[src/rtl/dld_pkg.sv]
// Shared definitions for the Exp3 datapath stages.
package dld_pkg;

  localparam int DATA_W_DEF = 8;

  // PWM counter terminal value: period is pwm_top(w)+1 counts, so a full-scale
  // duty word (2^w-1) stays high for the whole period.
  function automatic int pwm_top(input int w);
    return (1 << w) - 2;
  endfunction

  // Ceiling log2; clog2(1) = 0.
  function automatic int clog2(input int v);
    int r;
    r = 0;
    while ((1 << r) < v) r++;
    return r;
  endfunction

endpackage

[src/rtl/pwm_dac_clk_prescaler.sv]
// Divides clk into a one-cycle strobe every PRESCALE cycles while enabled.
module clk_prescaler
  import dld_pkg::*;
#(
  parameter int PRESCALE = 1
) (
  input  logic clk,
  input  logic rst,
  input  logic en,
  input  logic clr,
  output logic tick
);

  localparam int            PW   = (clog2(PRESCALE) < 1) ? 1 : clog2(PRESCALE);
  localparam logic [PW-1:0] LAST = PW'(PRESCALE - 1);

  logic [PW-1:0] r_pre_cnt;

  assign tick = en && (r_pre_cnt == LAST);

  // Prescale counter: held at 0 while idle or on clr, wraps after LAST.
  always_ff @(posedge clk or negedge rst) begin
    if (!rst)                   r_pre_cnt <= '0;
    else if (!en || clr || tick) r_pre_cnt <= '0;
    else                        r_pre_cnt <= r_pre_cnt + PW'(1);
  end

endmodule

[src/rtl/pwm_dac.sv]
// 8-bit (default) sample to 1-bit PWM; duty latched only at period boundaries.
module pwm_dac
  import dld_pkg::*;
#(
  parameter int DATA_W   = DATA_W_DEF,
  parameter int PRESCALE = 1
) (
  input  logic              clk,
  input  logic              rst,
  input  logic              en,
  input  logic [DATA_W-1:0] sample_in,
  output logic              pwm_out,
  output logic              period_tick,
  output logic [DATA_W-1:0] duty_q
);

  localparam logic [DATA_W-1:0] TOP = DATA_W'(pwm_top(DATA_W));

  logic [DATA_W-1:0] r_cnt;
  logic [DATA_W-1:0] r_duty;
  logic              r_en_q;
  logic              r_tick;

  logic w_tick;
  logic w_load;

  // A load starts a new period: either the natural wrap or the first enabled
  // edge after idle/reset. en low overrides both.
  assign w_load = en && ((w_tick && (r_cnt == TOP)) || !r_en_q);

  clk_prescaler #(.PRESCALE(PRESCALE)) u_pre (
    .clk  (clk),
    .rst  (rst),
    .en   (en),
    .clr  (w_load),
    .tick (w_tick)
  );

  // Period counter, duty latch and boundary strobe.
  always_ff @(posedge clk or negedge rst) begin
    if (!rst) begin
      r_cnt  <= '0;
      r_duty <= '0;
      r_en_q <= 1'b0;
      r_tick <= 1'b0;
    end else if (!en) begin
      r_cnt  <= '0;
      r_en_q <= 1'b0;
      r_tick <= 1'b0;
    end else begin
      r_en_q <= 1'b1;
      if (w_load) begin
        r_duty <= sample_in;
        r_cnt  <= '0;
        r_tick <= 1'b1;
      end else begin
        r_tick <= 1'b0;
        if (w_tick) r_cnt <= r_cnt + DATA_W'(1);
      end
    end
  end

  // Output decoded from registers only so it is glitch-free at the pin.
  assign pwm_out     = r_en_q && (r_cnt < r_duty);
  assign period_tick = r_tick;
  assign duty_q      = r_duty;

endmodule

[config.mk]
export PLATFORM = sky130hd
export DESIGN_NAME = pwm_dac
export DESIGN_NICKNAME = d
export VERILOG_FILES = /design/src/rtl/dld_pkg.sv /design/src/rtl/pwm_dac_clk_prescaler.sv /design/src/rtl/pwm_dac.sv
export SDC_FILE = /design/constraint.sdc
export NUM_CORES = 1
export LEC_CHECK = 0
export ABC_CLOCK_PERIOD_IN_PS = 3290
export CAP_MARGIN = 20
export CELL_PAD_IN_SITES_DETAIL_PLACEMENT = 0
export CELL_PAD_IN_SITES_GLOBAL_PLACEMENT = 1
export CORE_ASPECT_RATIO = 0.75
export CORE_MARGIN = 5
export CORE_UTILIZATION = 42
export CTS_CLUSTER_DIAMETER = 60
export DETAILED_ROUTE_END_ITERATION = 7
export GPL_ROUTABILITY_DRIVEN = 1
export PLACE_DENSITY = 0.8
export SLEW_MARGIN = 25
export SYNTH_ARGS = -nofsm -noshare
export SYNTH_HDL_FRONTEND = slang
export SYNTH_SLANG_ARGS = --single-unit
[constraint.sdc]
create_clock -name clk -period 3.29 [get_ports clk]
set_input_delay 0.658 -clock clk [delete_from_list [all_inputs] [get_ports clk]]
set_output_delay 0.658 -clock clk [all_outputs]
set_load 0.05 [all_outputs]
==> impl_metrics.env, run 1 <==
export IMPL_crit_family="compound AO/OA/AOI/OAI gates"
export IMPL_ys_warn_count=0
export IMPL_grt_max_degree=20
export IMPL_cp_slowest_cell="dfrtp_1"
export IMPL_cp_max_fo=6
export IMPL_final_setup_tns_ns=0
export IMPL_grt_pass1_vias=819
export IMPL_core_um2=2346
export IMPL_drt_iter0_drc=61
export IMPL_slew_headroom_pct=42.63
export IMPL_final_max_slew_viol_count=0
export IMPL_dieArea_um2=3638
export IMPL_clk_path_buf_depth=2
export IMPL_synthToLayoutAreaGrowth_pct=25.97
export IMPL_grt_ovfl_total=0
export IMPL_path_buf_inv=1
export IMPL_start_util_pct=45.17
export IMPL_cts_sinks=19
export IMPL_insertion_delay_ns=0.30
export IMPL_fill_cells=212
export IMPL_ant_nets=0
export IMPL_reg2reg_slack_ns=1.47
export IMPL_post_drt_via_cell_ratio=5.208
export IMPL_leakage_nw=0.6352
export IMPL_fin_skew_ns=0.008928
export IMPL_portBuffers=20
export IMPL_cts_buffers=3
export IMPL_max_stage_delay_ns=0.47
export IMPL_worstReg2RegEnd="duty_q[3]$_DFFE_PN0P_"
export IMPL_final_layout_size_suffix_gt1_share_pct=13.33
export IMPL_drt_wl_total_mm=2.237
export IMPL_yosysTopAreaCell="dfrtp_1"
export IMPL_worst_pin_slew_ns=0.8579
export IMPL_period_minus_slack_ns=2.829
export IMPL_drc=0
export IMPL_die_h_um=53.50
export IMPL_wire_per_inst_um=14.53
export IMPL_power_density_nw_per_um2=411.8
export IMPL_ioPinCount=21
export IMPL_rsz0062_at_grt="false"
export IMPL_regToRegStartpoint="r_cnt[0]$_DFFE_PN0P_"
export IMPL_root_buffer="clkbuf_4"
export IMPL_p_total_mw=0.5498
export IMPL_crit_chain="ha_1 -> and3_1 -> a221o_1 -> a31oi_1 -> dlymetal6s2s_1"
export IMPL_avgSynthCellArea_um2=11.04
export IMPL_hold_start="duty_q[7]$_DFFE_PN0P_"
export IMPL_die_width_um=68
export IMPL_critPathKind="reg -> out"
export IMPL_endpoint_kind="primary output"
export IMPL_fp_row_count=15
export IMPL_n_antenna_cell=0
export IMPL_ys_types=28
export IMPL_antenna_found_initial=0
export IMPL_vias=802
export IMPL_hold_class="reg -> reg"
export IMPL_syn_cell_area_um2=1060
export IMPL_ys_seq_elements=19
export IMPL_yosysTopAreaCellShare_pct=44.86
export IMPL_clkTransAtPathRegs_ns=0.11
export IMPL_synth_cells=96
export IMPL_h_tree_depth=1
export IMPL_cp_start_kind="flop"
export IMPL_syn_nets=116
export IMPL_post_cts_buffers=0
export IMPL_gp_congestion=0.7709
export IMPL_layout_common_cells="dfrtp_1 (19), clkdlybuf4s50_1 (19), o21ai_0 (10)"
export IMPL_finalHoldViolations=0
export IMPL_outcome="finished clean"
export IMPL_cp_required_ns=2.63
export IMPL_drt_first_pass_iters=4
export IMPL_grt_pass1_wl_mm=3.815
export IMPL_dp_hpwl_mm=1.684
export IMPL_yosysSeqAreaShare_pct=44.86
export IMPL_fin_nets=141
export IMPL_fin_crit_sh_pct=85.98
export IMPL_max_clock_freq_mhz=353.5
export IMPL_max_cap_violations=0
export IMPL_cts_tree="built"
export IMPL_hold_depth=1
export IMPL_critPathArrivalTime_ns=2.17
export IMPL_setup_viol_count_final=0
export IMPL_synthTopCellsByArea="dfrtp_1 (45%), mux2_4 (11%), ha_1 (11%)"
export IMPL_hold_end="duty_q[7]$_DFFE_PN0P_"
export IMPL_grtUsageTotal_pct=14.13
export IMPL_vdd_drop_max_v=0.0002286
export IMPL_ff2ff_path_depth=6
==> timing repair <==
item,in CTS,in global routing
hold buffers,0,0
setup endpoints to repair,0,1
gates resized for setup,0,1
==> where the power goes <==
group	internal [mW]	total, mW	switching [mW]
logic	0.0692	0.162	0.0932
clock network	0.0473	0.120	0.0731
registers	0.251	0.267	0.0163
total	0.367	0.550	0.183
==> cells in the mapped netlist <==
master	n
nand3_1	2
inv_1	9
nor4_1	3
xor2_1	1
ha_1	9
conb_1	1
dfrtp_1	19
and3_1	2
nand2b_1	3
nand2_1	7
a21oi_1	5
nor3_1	1
nor3b_1	1
mux2_4	8
nand4_2	1
a221o_1	1
o31ai_4	1
nand4_1	1
o22ai_1	1
a21o_1	1
buf_1	1
nand3_2	1
o21bai_1	2
a211oi_1	1
a31oi_1	2
nand2_4	1
o21ai_0	10
nand3b_1	1
==> through the flow <==
stage | area [um^2] | hold slack [ns] | worst slack, ns | std cells | utilization (%)
6_report | 1335 | 0.5558 | 0.4614 | 154 | 56.91
5_1_grt | 1335 | 0.5716 | 0.3410 | 154 | 56.91
4_1_cts | 1333 | 0.5558 | 0.05305 | 154 | 56.80
3_5_place_dp | 1306 | 0.5255 | 0.4121 | 150 | 55.68
3_3_place_gp | 1306 | 0.5200 | 0.4277 | 150 | 55.68
2_1_floorplan | 1060 | 0.3624 | 0.2992 | 96 | -
==> worst max path at each step <==
stage                                from  endpoint  cells after the start
detailed placement   r_cnt[5]$_DFFE_PN0P_   pwm_out                      5
global placement     r_cnt[5]$_DFFE_PN0P_   pwm_out                      5
CTS                  r_cnt[6]$_DFFE_PN0P_   pwm_out                      5
global route         r_cnt[6]$_DFFE_PN0P_   pwm_out                      5
floorplan           duty_q[7]$_DFFE_PN0P_   pwm_out                      5
finish               r_cnt[6]$_DFFE_PN0P_   pwm_out                      5
==> logic make-up (layout without fill, tap and decap cells) <==
group,Yosys count,after routing,share of synthesized area (%)
AND/OR/NAND/NOR,24,24,13.81
AO/OA/AOI/OAI,24,24,14.64
other,1,1,0.3539
XOR/XNOR,1,1,0.8266
flip-flops,19,19,44.86
buffers and inverters,10,34,3.541
adder cells (fa/ha/maj),9,9,10.63
multiplexers,8,8,11.33
==> state kept, by name, indices dropped and copies added, names as in the netlist <==
| register | count |
|---|---|
| duty_q | 8 |
| period_tick | 1 |
| r_cnt | 8 |
| r_en_q | 1 |
| u_pre.r_pre_cnt | 1 |
==> final cells by class <==
class	count	area [um^2]	area share [%]
inverters	9	33.78	2.530
clock buffers	4	26.28	1.968
flip-flops and latches	19	475.5	35.61
repair buffers	21	210.2	15.75
multi-input cells	67	546.8	40.96
well taps	34	42.54	3.187
==> per-layer routing <==
layer,GRT usage (%),wire (um),vias up
li1,-,-,393
met2,23.68,1030,16
met3,5.732,118,2
met4,3.630,12,0
met5,0,0,-
met1,16.80,1075,391
Note: power is estimated with default switching activity, not from simulation.
==> inputs of run 2 (changes only) <==
CORE_UTILIZATION = 40   (was 42)
PLACE_DENSITY = 0.77   (was 0.8)
TNS_END_PERCENT = 1   (was unset)
==> impl_metrics.env, run 2 (synthesized netlist as in run 1, its figures left out) <==
export IMPL_drt_iter0_drc=67
export IMPL_start_util_pct=41.04
export IMPL_cts_buffers=3
export IMPL_fin_crit_sh_pct=86.70
export IMPL_leakage_nw=0.6352
export IMPL_drt_first_pass_iters=4
export IMPL_multi_input_area_um2=546.8
export IMPL_drc=0
export IMPL_grt_pass1_vias=814
export IMPL_grt_max_degree=20
export IMPL_h_tree_depth=1
export IMPL_ioPinCount=21
export IMPL_gp_congestion=0.7964
export IMPL_final_common_cell="dfrtp_1"
export IMPL_grt_pass1_wl_mm=3.870
export IMPL_portBuffers=20
export IMPL_period_minus_slack_ns=2.852
export IMPL_slew_headroom_pct=66.24
export IMPL_die_width_um=69.44
export IMPL_vias=804
export IMPL_dp_hpwl_mm=1.599
export IMPL_crit_chain="ha_1 -> and3_1 -> a221o_1 -> a31oi_1 -> dlymetal6s2s_1"
export IMPL_cts_hold_buf=0
export IMPL_cp_start_kind="flop"
export IMPL_dieArea_um2=3789
export IMPL_wl_met2_um=963
export IMPL_grt_ovfl_total=0
export IMPL_fin_nets=141
export IMPL_critPathArrivalTime_ns=2.19
export IMPL_power_density_nw_per_um2=413.1
export IMPL_post_drt_via_cell_ratio=5.154
export IMPL_final_layout_size_suffix_gt1_share_pct=14.17
export IMPL_max_stage_delay_ns=0.46
export IMPL_final_setup_tns_ns=0
export IMPL_hold_ws_ns=0.2860
export IMPL_wire_per_inst_um=14.10
export IMPL_setup_ws_ns=0.4377
export IMPL_fill_cells=241
export IMPL_clkTransAtPathRegs_ns=0.11
export IMPL_endpoint_kind="primary output"
export IMPL_cts_tree="built"
export IMPL_final_max_slew_viol_count=0
export IMPL_ant_nets=0
export IMPL_n_antenna_cell=0
export IMPL_hold_class="in -> async"
export IMPL_fp_row_count=16
export IMPL_cts_resized=0
export IMPL_clk_path_buf_depth=2
export IMPL_drt_wl_total_mm=2.200
export IMPL_met1Wirelength_mm=1.092
export IMPL_grtUsageTotal_pct=13.03
export IMPL_vdd_drop_max_v=0.0003184
export IMPL_cts_sinks=19
export IMPL_worst_pin_slew_ns=0.5048
export IMPL_cp_slowest_cell="dfrtp_1"
export IMPL_cp_required_ns=2.63
export IMPL_insertion_delay_ns=0.30
export IMPL_antenna_found_initial=0
export IMPL_seqCellArea_um2=475.5
export IMPL_dp_worst_setup_slack_ns=0.3996
export IMPL_core_um2=2582
export IMPL_critPathKind="reg -> out"
export IMPL_root_buffer="clkbuf_4"
export IMPL_top_layer="met4"
export IMPL_outcome="finished clean"
export IMPL_wl_met3_um=130
export IMPL_max_clock_freq_mhz=350.6
export IMPL_die_h_um=54.58
export IMPL_post_cts_buffers=0
export IMPL_finalHoldViolations=0
export IMPL_synthToLayoutAreaGrowth_pct=25.74
export IMPL_layout_common_cells="dfrtp_1 (19), clkdlybuf4s50_1 (18), o21ai_0 (10)"
export IMPL_max_cap_violations=0
export IMPL_rsz0062_at_grt="false"
export IMPL_setup_viol_count_final=0
export IMPL_cp_max_fo=7
export IMPL_fin_skew_ns=0.003789
[run 2: layout make-up]
type	instances	share of cell area, %
Inverter	9	2.535
Sequential cell	19	35.68
Tap cell	36	3.380
Timing Repair Buffer	21	15.40
Clock buffer	4	1.972
Multi-Input combinational cell	67	41.03
[run 2: per-layer routing]
metal | global-route usage, % | vias up
met2 | 21.84 | 20
met3 | 5.505 | 2
li1 | - | 393
met1 | 16.16 | 389
met4 | 2.273 | 0
met5 | 0 | -
[run 2: metrics by stage]
stage	cell area, um^2	utilization, %	power, mW	cells
floorplan	1060	-	0.3730	96
global placement	1309	50.68	0.4329	152
detailed placement	1309	50.68	0.4346	152
CTS	1335	51.70	0.5562	156
global route	1333	51.60	0.5772	156
finish	1333	51.60	0.5505	156
[run 2: path summary, 6_finish.rpt]
path,start,endpoint,slack [ns],cells after the start
max,r_cnt[5]$_DFFE_PN0P_,pwm_out,0.44,5
min,rst,duty_q[6]$_DFFE_PN0P_,0.29,1
max reg2reg,r_cnt[0]$_DFFE_PN0P_,duty_q[1]$_DFFE_PN0P_,1.50,6
min reg2reg,duty_q[4]$_DFFE_PN0P_,duty_q[4]$_DFFE_PN0P_,0.55,1
max in group asynchronous,rst,duty_q[0]$_DFFE_PN0P_,2.69,1
min in group clk,duty_q[4]$_DFFE_PN0P_,duty_q[4]$_DFFE_PN0P_,0.55,1
[run 2: where the power goes]
group / internal, mW / switching (mW)
sequential: 0.251 / 0.0162
clock: 0.0473 / 0.0738
combinational: 0.0688 / 0.0938
total: 0.367 / 0.184
[run 2: worst max-delay path: cells and delay by family, from the launching register on]
kind,cells,cell delay [ns]
AO/OA/AOI/OAI,2,0.48
adder cells (fa/ha/maj),1,0.31
buffers and inverters,1,0.44
flip-flops,1,0.46
AND/OR/NAND/NOR,1,0.20
==> inputs of run 3 (changes only) <==
CORE_MARGIN = 2   (was 5)
RECOVER_POWER = 25   (was unset)
==> impl_metrics.env, run 3 (synthesized netlist as in run 1, its figures left out) <==
export IMPL_setup_viol_count_final=0
export IMPL_endpoint_kind="primary output"
export IMPL_placed_area_um2=1301
export IMPL_critPathKind="reg -> out"
export IMPL_die_h_um=48.58
export IMPL_ioPinCount=21
export IMPL_root_buffer="clkbuf_4"
export IMPL_dp_worst_setup_slack_ns=0.4149
export IMPL_outcome="finished clean"
export IMPL_worst_pin_slew_ns=0.8911
export IMPL_fin_nets=140
export IMPL_grt_ovfl_total=0
export IMPL_power_density_nw_per_um2=411.9
export IMPL_hold_class="reg -> reg"
export IMPL_vias=807
export IMPL_dieArea_um2=3081
export IMPL_vdd_drop_max_v=0.0002546
export IMPL_synthToLayoutAreaGrowth_pct=25.62
export IMPL_grtUsageTotal_pct=15.27
export IMPL_drc=0
export IMPL_fin_crit_sh_pct=86.69
export IMPL_final_layout_size_suffix_gt1_share_pct=13.45
export IMPL_dp_hpwl_mm=1.574
export IMPL_cp_max_fo=7
export IMPL_cts_hold_buf=0
export IMPL_fp_row_count=16
export IMPL_fill_cells=254
export IMPL_insertion_delay_ns=0.30
export IMPL_finalHoldViolations=0
export IMPL_layout_common_cells="dfrtp_1 (19), clkdlybuf4s50_1 (17), o21ai_0 (10)"
export IMPL_hold_depth=1
export IMPL_drt_iter0_drc=27
export IMPL_multi_input_area_um2=546.8
export IMPL_h_tree_depth=1
export IMPL_post_drt_via_cell_ratio=5.206
export IMPL_clkTransAtPathRegs_ns=0.12
export IMPL_rsz0062_at_grt="false"
export IMPL_fin_util_pct=51.95
export IMPL_grt_pass1_vias=753
export IMPL_final_setup_tns_ns=0
export IMPL_portBuffers=20
export IMPL_setup_ws_ns=0.4380
export IMPL_max_clock_freq_mhz=350.6
export IMPL_clk_path_buf_depth=2
export IMPL_seqCellArea_um2=475.5
export IMPL_gp_congestion=0.7390
export IMPL_final_area_um2=1331
export IMPL_antenna_found_initial=0
export IMPL_critPathArrivalTime_ns=2.19
export IMPL_wire_per_inst_um=13.61
export IMPL_core_um2=2562
export IMPL_cts_sinks=19
export IMPL_ff2ff_path_depth=6
export IMPL_cts_tree="built"
export IMPL_slew_headroom_pct=40.39
export IMPL_final_max_slew_viol_count=0
export IMPL_drt_wl_total_mm=2.109
export IMPL_die_width_um=63.44
export IMPL_fin_skew_ns=0.009637
export IMPL_grt_pass1_wl_mm=3.650
export IMPL_ant_nets=0
export IMPL_cp_start_kind="flop"
export IMPL_max_cap_violations=0
export IMPL_leakage_nw=0.6330
export IMPL_grt_max_degree=20
export IMPL_cp_required_ns=2.63
export IMPL_n_antenna_cell=0
export IMPL_final_common_cell="dfrtp_1"
export IMPL_start_util_pct=41.36
export IMPL_period_minus_slack_ns=2.852
export IMPL_drt_first_pass_iters=4
export IMPL_cts_buffers=3
run 3: cell count changes in the layout (fill, tap and decap cells not counted):
cell             change
buf_2                -1
clkinv_2             +1
buf_4                -1
clkdlybuf4s50_1      -1
dlygate4sd3_1        +2
clkbuf_1             -1
run 3: worst max-delay path: stages, from the launching register on:
cell	delay, ns
dfrtp_1	0.47
ha_1	0.30
and3_1	0.20
a221o_1	0.34
a31oi_1	0.14
dlymetal6s2s_1	0.44
run 3: where the power goes:
part	internal [mW]	total, mW	switching [mW]	leakage, nW
sequential	0.251	0.267	0.0167	0.241
clock	0.0453	0.120	0.0746	0.0177
combinational	0.0681	0.161	0.0930	0.374
total	0.364	0.548	0.184	0.633
run 3: final timing paths:
kind                                        from                    end  slack [ns]
min in group asynchronous                    rst   r_cnt[7]$_DFFE_PN0P_        0.91
max                         r_cnt[5]$_DFFE_PN0P_                pwm_out        0.44
max reg2reg                 r_cnt[0]$_DFFE_PN0P_  duty_q[1]$_DFFE_PN0P_        1.52
min reg2reg                duty_q[5]$_DFFE_PN0P_  duty_q[5]$_DFFE_PN0P_        0.56
max in group asynchronous                    rst  duty_q[0]$_DFFE_PN0P_        1.82
min                        duty_q[5]$_DFFE_PN0P_  duty_q[5]$_DFFE_PN0P_        0.56
run 3: layer usage:
| metal | global-route usage, % | routed length [um] |
|---|---|---|
| met5 | 0 | 0 |
| met4 | 3.623 | 13 |
| met3 | 6.279 | 194 |
| met2 | 20.88 | 886 |
| met1 | 22.32 | 1015 |
run 3: repair_timing:
action,in CTS,in global routing
buffers inserted,0,0
gates resized for setup,0,1
setup endpoints to repair,0,1
run 3: final cells by class:
class,count,area share [%]
clock buffers,3,1.692
clock inverters,1,0.3759
multi-input cells,67,41.07
flip-flops and latches,19,35.71
well taps,36,3.383
inverters,9,2.538
repair buffers,20,15.23
run 3: metrics by stage:
stage	hold slack (ns)	instances	power (mW)
global route	0.5716	155	0.5811
finish	0.5560	155	0.5483
global placement	0.5218	151	0.4328
detailed placement	0.5219	151	0.4346
CTS	0.5535	155	0.5598
floorplan	0.3624	96	0.3730
